## config.mk

```make
export PLATFORM = sky130hd
export DESIGN_NAME = execute_writeback_stage
export DESIGN_NICKNAME = d
export VERILOG_FILES = /design/src/rtl/execute_writeback_stage.sv
export SDC_FILE = /design/constraint.sdc
export NUM_CORES = 2
export LEC_CHECK = 0
export ABC_AREA = 0
export ABC_CLOCK_PERIOD_IN_PS = 3490
export BUFFER_PORTS_ARGS = -buffer_cell sky130_fd_sc_hd__buf_4
export CORE_MARGIN = 2
export CORE_UTILIZATION = 35
export DETAILED_ROUTE_END_ITERATION = 16
export GPL_TIMING_DRIVEN = 0
export PLACE_DENSITY_LB_ADDON = 0.12
export SYNTH_ARGS = -nofsm -noshare
export SYNTH_HDL_FRONTEND = slang
export SYNTH_SLANG_ARGS = --single-unit
```

## constraint.sdc

```tcl
create_clock -name clk -period 3.49 [get_ports clk]
set_input_delay 0.349 -clock clk [delete_from_list [all_inputs] [get_ports clk]]
set_output_delay 0.349 -clock clk [all_outputs]
set_load 0.02 [all_outputs]
```

## src/rtl/execute_writeback_stage.sv

```systemverilog
// ---------------------------------------------------------------------------
// execute_writeback_stage
//
// Third pipeline stage. Executes the instruction presented by the registered
// decode outputs: single-cycle ALU ops, a multi-cycle shift-add multiply and
// LOAD/STORE against an internal data memory. It produces the register-file
// writeback strobe/data and a stall back to fetch/decode.
//
// Ports
//   clk        rising-edge clock
//   rst        asynchronous active-low reset
//   opcode     decoded opcode (4'b0000 = NOP / bubble)
//   destReg    destination register index
//   srcVal1    operand 1 (data to store for STORE)
//   srcVal2    operand 2
//   memAddr    LOAD/STORE word address
//   used1/2    operand 1/2 is stale (producer still in flight)
//   stall      hold fetch/decode this cycle (combinational)
//   wbEn       one-cycle register-file write strobe
//   wbReg      writeback register index (holds when wbEn=0)
//   wbVal      writeback data (holds when wbEn=0)
//   zeroFlag   last ALU/MUL result was zero
//   carryFlag  carry/borrow of last ADD/SUB/INC/DEC
//   busy       multiplier is running
// ---------------------------------------------------------------------------
module execute_writeback_stage #(
  parameter int DMEM_DEPTH = 256,
  parameter int MUL_CYCLES = 16
) (
  input  logic        clk,
  input  logic        rst,
  input  logic [3:0]  opcode,
  input  logic [3:0]  destReg,
  input  logic [15:0] srcVal1,
  input  logic [15:0] srcVal2,
  input  logic [7:0]  memAddr,
  input  logic        used1,
  input  logic        used2,
  output logic        stall,
  output logic        wbEn,
  output logic [3:0]  wbReg,
  output logic [15:0] wbVal,
  output logic        zeroFlag,
  output logic        carryFlag,
  output logic        busy
);

  localparam int CNT_W = (MUL_CYCLES > 1) ? $clog2(MUL_CYCLES) : 1;
  localparam logic [CNT_W-1:0] CNT_LAST = CNT_W'(MUL_CYCLES - 1);

  localparam logic [3:0] OP_ADD   = 4'b0001;
  localparam logic [3:0] OP_SUB   = 4'b0010;
  localparam logic [3:0] OP_AND   = 4'b0011;
  localparam logic [3:0] OP_OR    = 4'b0100;
  localparam logic [3:0] OP_XOR   = 4'b0101;
  localparam logic [3:0] OP_NOT   = 4'b0110;
  localparam logic [3:0] OP_SLL   = 4'b0111;
  localparam logic [3:0] OP_SRL   = 4'b1000;
  localparam logic [3:0] OP_SLT   = 4'b1001;
  localparam logic [3:0] OP_MUL   = 4'b1010;
  localparam logic [3:0] OP_INC   = 4'b1100;
  localparam logic [3:0] OP_DEC   = 4'b1101;
  localparam logic [3:0] OP_LOAD  = 4'b1110;
  localparam logic [3:0] OP_STORE = 4'b1111;

  typedef enum logic {IDLE, MUL_BUSY} state_t;

  state_t            state_q, state_d;
  logic [CNT_W-1:0]  cnt_q, cnt_d;
  logic [15:0]       mcand_q, mcand_d;
  logic [15:0]       mplier_q, mplier_d;
  logic [15:0]       acc_q, acc_d;
  logic [3:0]        mul_reg_q, mul_reg_d;
  logic              wb_en_q, wb_en_d;
  logic [3:0]        wb_reg_q, wb_reg_d;
  logic [15:0]       wb_val_q, wb_val_d;
  logic              zero_q, zero_d;
  logic              carry_q, carry_d;

  logic [15:0] dmem [DMEM_DEPTH];
  logic [15:0] mem_rdata;
  logic        mem_we;

  logic        reads1, reads2, hazard;
  logic [16:0] add17, inc17;
  logic [15:0] alu_r, mul_step;
  logic        alu_wr, alu_cw, alu_c, stall_c;

  // Operand-usage table: which source operands each opcode actually reads.
  always_comb begin
    reads1 = 1'b0;
    reads2 = 1'b0;
    case (opcode)
      OP_ADD, OP_SUB, OP_AND, OP_OR, OP_XOR,
      OP_SLL, OP_SRL, OP_SLT, OP_MUL: begin
        reads1 = 1'b1;
        reads2 = 1'b1;
      end
      OP_NOT, OP_INC, OP_DEC, OP_STORE: reads1 = 1'b1;
      default: ;
    endcase
  end

  assign hazard    = (used1 && reads1) || (used2 && reads2);
  assign add17     = {1'b0, srcVal1} + {1'b0, srcVal2};
  assign inc17     = {1'b0, srcVal1} + 17'd1;
  assign mem_rdata = dmem[memAddr];

  always_comb begin
    state_d   = state_q;
    cnt_d     = cnt_q;
    mcand_d   = mcand_q;
    mplier_d  = mplier_q;
    acc_d     = acc_q;
    mul_reg_d = mul_reg_q;
    wb_en_d   = 1'b0;
    wb_reg_d  = wb_reg_q;
    wb_val_d  = wb_val_q;
    zero_d    = zero_q;
    carry_d   = carry_q;
    mem_we    = 1'b0;
    stall_c   = 1'b0;
    alu_r     = 16'd0;
    alu_wr    = 1'b0;
    alu_cw    = 1'b0;
    alu_c     = 1'b0;
    mul_step  = 16'd0;
    case (state_q)
      IDLE: begin
        if (hazard) begin
          stall_c = 1'b1;
        end else begin
          case (opcode)
            OP_ADD: begin alu_r = add17[15:0]; alu_c = add17[16]; alu_cw = 1'b1; alu_wr = 1'b1; end
            OP_SUB: begin alu_r = srcVal1 - srcVal2; alu_c = srcVal1 < srcVal2; alu_cw = 1'b1; alu_wr = 1'b1; end
            OP_AND: begin alu_r = srcVal1 & srcVal2; alu_wr = 1'b1; end
            OP_OR:  begin alu_r = srcVal1 | srcVal2; alu_wr = 1'b1; end
            OP_XOR: begin alu_r = srcVal1 ^ srcVal2; alu_wr = 1'b1; end
            OP_NOT: begin alu_r = ~srcVal1; alu_wr = 1'b1; end
            OP_SLL: begin alu_r = srcVal1 << srcVal2[3:0]; alu_wr = 1'b1; end
            OP_SRL: begin alu_r = srcVal1 >> srcVal2[3:0]; alu_wr = 1'b1; end
            OP_SLT: begin alu_r = {15'd0, srcVal1 < srcVal2}; alu_wr = 1'b1; end
            OP_INC: begin alu_r = inc17[15:0]; alu_c = inc17[16]; alu_cw = 1'b1; alu_wr = 1'b1; end
            OP_DEC: begin alu_r = srcVal1 - 16'd1; alu_c = (srcVal1 == 16'd0); alu_cw = 1'b1; alu_wr = 1'b1; end
            OP_MUL: begin
              // Hold decode in the accept cycle; operands are latched here.
              state_d   = MUL_BUSY;
              cnt_d     = '0;
              acc_d     = 16'd0;
              mcand_d   = srcVal1;
              mplier_d  = srcVal2;
              mul_reg_d = destReg;
              stall_c   = 1'b1;
            end
            OP_LOAD: begin
              wb_en_d  = 1'b1;
              wb_reg_d = destReg;
              wb_val_d = mem_rdata;
            end
            OP_STORE: mem_we = 1'b1;
            default: ;
          endcase
          if (alu_wr) begin
            wb_en_d  = 1'b1;
            wb_reg_d = destReg;
            wb_val_d = alu_r;
            zero_d   = (alu_r == 16'd0);
          end
          if (alu_cw) carry_d = alu_c;
        end
      end
      MUL_BUSY: begin
        // One multiplier bit per cycle; only the low 16 product bits are kept.
        mul_step = mplier_q[0] ? mcand_q : 16'd0;
        acc_d    = acc_q + mul_step;
        mcand_d  = mcand_q << 1;
        mplier_d = mplier_q >> 1;
        cnt_d    = cnt_q + 1'b1;
        if (cnt_q == CNT_LAST) begin
          // Stall drops in the final cycle so decode advances on the same
          // edge that retires the product, and the MUL is not re-accepted.
          wb_en_d  = 1'b1;
          wb_reg_d = mul_reg_q;
          wb_val_d = acc_d;
          zero_d   = (acc_d == 16'd0);
          state_d  = IDLE;
        end else begin
          stall_c = 1'b1;
        end
      end
      default: state_d = IDLE;
    endcase
  end

  always_ff @(posedge clk or negedge rst) begin
    if (!rst) begin
      state_q   <= IDLE;
      cnt_q     <= '0;
      mcand_q   <= 16'd0;
      mplier_q  <= 16'd0;
      acc_q     <= 16'd0;
      mul_reg_q <= 4'd0;
      wb_en_q   <= 1'b0;
      wb_reg_q  <= 4'd0;
      wb_val_q  <= 16'd0;
      zero_q    <= 1'b0;
      carry_q   <= 1'b0;
    end else begin
      state_q   <= state_d;
      cnt_q     <= cnt_d;
      mcand_q   <= mcand_d;
      mplier_q  <= mplier_d;
      acc_q     <= acc_d;
      mul_reg_q <= mul_reg_d;
      wb_en_q   <= wb_en_d;
      wb_reg_q  <= wb_reg_d;
      wb_val_q  <= wb_val_d;
      zero_q    <= zero_d;
      carry_q   <= carry_d;
    end
  end

  // Data memory is deliberately outside the reset domain: contents survive reset.
  always_ff @(posedge clk) begin
    if (mem_we) dmem[memAddr] <= srcVal1;
  end

  assign stall     = stall_c;
  assign wbEn      = wb_en_q;
  assign wbReg     = wb_reg_q;
  assign wbVal     = wb_val_q;
  assign zeroFlag  = zero_q;
  assign carryFlag = carry_q;
  assign busy      = (state_q == MUL_BUSY);

endmodule

```

==> results.json <==
{
  "status": "complete, but fails checks",
  "failed_checks": "max-capacitance violations, max-slew violations, negative setup slack",
  "max_freq_mhz": 269.2,
  "crit_path_cell_trace": "buf_8, buf_6, buf_6, buf_8, mux4_2, mux4_2, a22oi_1, nand4_1, nor2_4, a21oi_1, nor3_2, a211oi_1",
  "ios": 77,
  "slew_headroom_pct": -6.950,
  "period_needed_ns": 3.715,
  "fillers": 40200,
  "max_cap_viol_count": 3,
  "avgRoutedWirePerCell_um": 50.41,
  "syn_nets": 7641,
  "synthFlopType": "edfxtp_1",
  "critPathLaunchType": "primary input",
  "hold_viol_final": 0,
  "async_flop_share_pct": 1.916,
  "initialDrtViolationCount": 17830,
  "yosysUniqueCellTypes": 89,
  "crit_arrival_ns": 4.64,
  "drc": 0,
  "dp.cells": 14130,
  "dr.pass1.iters": 9,
  "vias": 95890,
  "syn_to_final_growth_pct": 23.93,
  "numCtsBuffers": 446,
  "initial_utilization_pct": 35.08,
  "layout.cells.non_filler": 15330,
  "min_delay_path_depth": 2,
  "clock_path_buffers": 4,
  "synth_edf_count": 4096,
  "syn_avg_cell_area_sq_um": 22.13,
  "reg2reg_from": "dmem[23][4]$_DFFE_PP_",
  "dieArea_sq_um": 480600,
  "tns_ns": -22.37,
  "die_x_um": 693.2,
  "cpMaxStageDelayCell": "mux4_2",
  "gp_congestion": 1.004,
  "clock_sinks": 4176,
  "min_from": "srcVal1[14]",
  "reg2regPathDepth": 7,
  "vias_per_cell": 6.256,
  "ant_nets": 0,
  "grt_pass1_wl_mm": 974.3,
  "finalSetupViolCount": 348,
  "post-place-ws_ns": -4.912,
  "gr-usage-all-layers_pct": 31.71,
  "synth_warnings": 0,
  "io_buffer_count": 68,
  "cp.required_ns": 4.42,
  "synth.most_common_cell": "edfxtp_1",
  "power_uw": 114100,
  "min_to": "dmem[234][14]$_DFFE_PP_",
  "netlist_top_cells_area": "edfxtp_1, mux4_2, dfrtp_1",
  "cp-end-kind": "flop",
  "path_clk_slew_ns": 0.06,
  "yosysTopAreaCell": "edfxtp_1",
  "rr_endpoint": "wbVal[4]$_DFFE_PN0P_",
  "core_area_sq_um": 473900,
  "synth_top_area_share_pct": 73.98,
  "cts_tree": "yes",
  "wirelength_mm": 772.6,
  "whs_ns": 0.003691,
  "synthesis.area_sq_um": 166300,
  "reg2reg_slack_ns": -0.06,
  "fin_nets": 8820,
  "syn_inst": 7513,
  "grt_pass1_vias": 90920,
  "grt_max_degree": 163,
  "tightest_slew_ns": 1.604,
  "crit_type": "primary input to flop",
  "max_stage_delay_ns": 0.57,
  "cts-root-buf": "clkbuf_16",
  "p_leak_uw": 0.06498,
  "p_per_area_nw_per_um2": 553.8,
  "clk_latency_ns": 1.09,
  "hpwl_mm": 515.5,
  "peakVddDrop_v": 0.0004470,
  "antenna_found_initial": 95,
  "htreeDepth": 5,
  "synth_top_cells_by_count": "edfxtp_1, mux4_2, nor2_1, clkbuf_1, nand2_1",
  "skew_ns": 0.1282,
  "slew_viol_final": 18,
  "path_max_fanout": 10,
  "period_share_pct": 106.5,
  "die_h_um": 693.2,
  "drive_gt1_share_pct": 37.84,
  "grt-ovfl-total": 0,
  "num_rows": 253,
  "seq_area_frac_synth_pct": 75.18,
  "min_path_type": "primary input to flop",
  "timing.final.ws_setup_ns": -0.2254,
  "synth_seq_cells": 4176
}
## worst max-delay path: cells and delay by family
kind	cells	cell delay [ns]
buffers and inverters	4	1.25
muxes	2	1.13
and+or+nand+nor	3	0.89
AOI/OAI and AO/OA	3	0.83
## through the flow
stage / util (%) / cell area (sq um)
final: 43.48 / 206000
after global routing: 43.47 / 206000
after CTS: 43.12 / 204300
after detailed placement: 38.73 / 183500
after global placement: 36.84 / 174600
after floorplan: - / 166300
## cells in the final DEF, fill, tap and decap left out, types with 71 or more instances in the layout
master	synthesis	routed
buf_16	0	159
buf_4	23	229
o21ai_0	103	96
buf_6	43	73
nand2_1	171	155
clkbuf_16	0	453
edfxtp_1	4096	4096
mux4_2	1312	1312
dfrtp_1	80	79
clkbuf_2	0	71
a21oi_1	103	99
clkinv_2	0	89
nor2_4	0	256
buf_8	0	82
nor2_1	398	135
clkinv_1	1	98
buf_12	0	334
clkbuf_1	200	167
## state kept, by name, summed over array words and instances (netlist names)
signal and count:
acc_q 16, busy 1, carryFlag 1, cnt_q 4, dmem 4096, mcand_q 16, mplier_q 16, mul_reg_q 4
wbEn 1, wbReg 4, wbVal 16, zeroFlag 1
## repair_timing
action	4_1_cts	5_1_grt
setup buffers	210	70
pin swaps	141	26
hold buffers	77	0
endpoints found under the hold margin	1390	0
gates resized for setup	519	344
setup endpoints to repair	4116	1834
cloned	8	1
## layout make-up
cell class                 instances  area (sq um)  share of cell area [%]
sequential                      4176        125000                   60.67
tap                             6247          7816                   3.793
multi-input combinational       2839         41730                   20.25
clock buffer                     558         11720                   5.687
clock inverter                   262          2541                   1.233
buffer                           434          4183                   2.030
timing repair buffer             740         12780                   6.204
inverter                          55         236.5                  0.1148
antenna                           16         40.04                 0.01943
## how the worst max path moves through the flow
stage	to	slack, ns	startpoint	depth (start not counted)
final	wbVal[13]$_DFFE_PN0P_	-0.23	memAddr[0]	12
after global placement	dmem[207][13]$_DFFE_PP_	-7.75	memAddr[3]	8
after detailed placement	dmem[127][3]$_DFFE_PP_	-4.91	memAddr[2]	9
after floorplan	dmem[199][0]$_DFFE_PP_	-0.22	memAddr[2]	10
after global routing	wbVal[5]$_DFFE_PN0P_	-0.04	memAddr[0]	11
after CTS	wbVal[15]$_DFFE_PN0P_	-0.27	memAddr[0]	15
## routing by layer
metal  vias to the layer above  track usage, %  wire length (um)
li1                      34440               -                 -
met1                     53180           41.24            283300
met2                      6756           47.68            343700
met3                      1477           8.650             87910
met4                        30           18.92             56840
met5                         -          0.2400               822
## power breakdown
| group | switching, uW | internal (uW) |
|---|---|---|
| combinational | 7340 | 3570 |
| clock | 20700 | 26800 |
| sequential | 307 | 55400 |
## logic make-up after synthesis
group,Yosys count,synth area share [%]
muxes,1405,18.35
DFF,4176,75.18
AOI/OAI and AO/OA,484,1.950
xor gates and xnor gates,29,0.1528
and+or+nand+nor,844,2.314
buffers and inverters,498,1.458
adders and majority gates,77,0.5915
No activity file was read; power rests on OpenSTA's default activity.
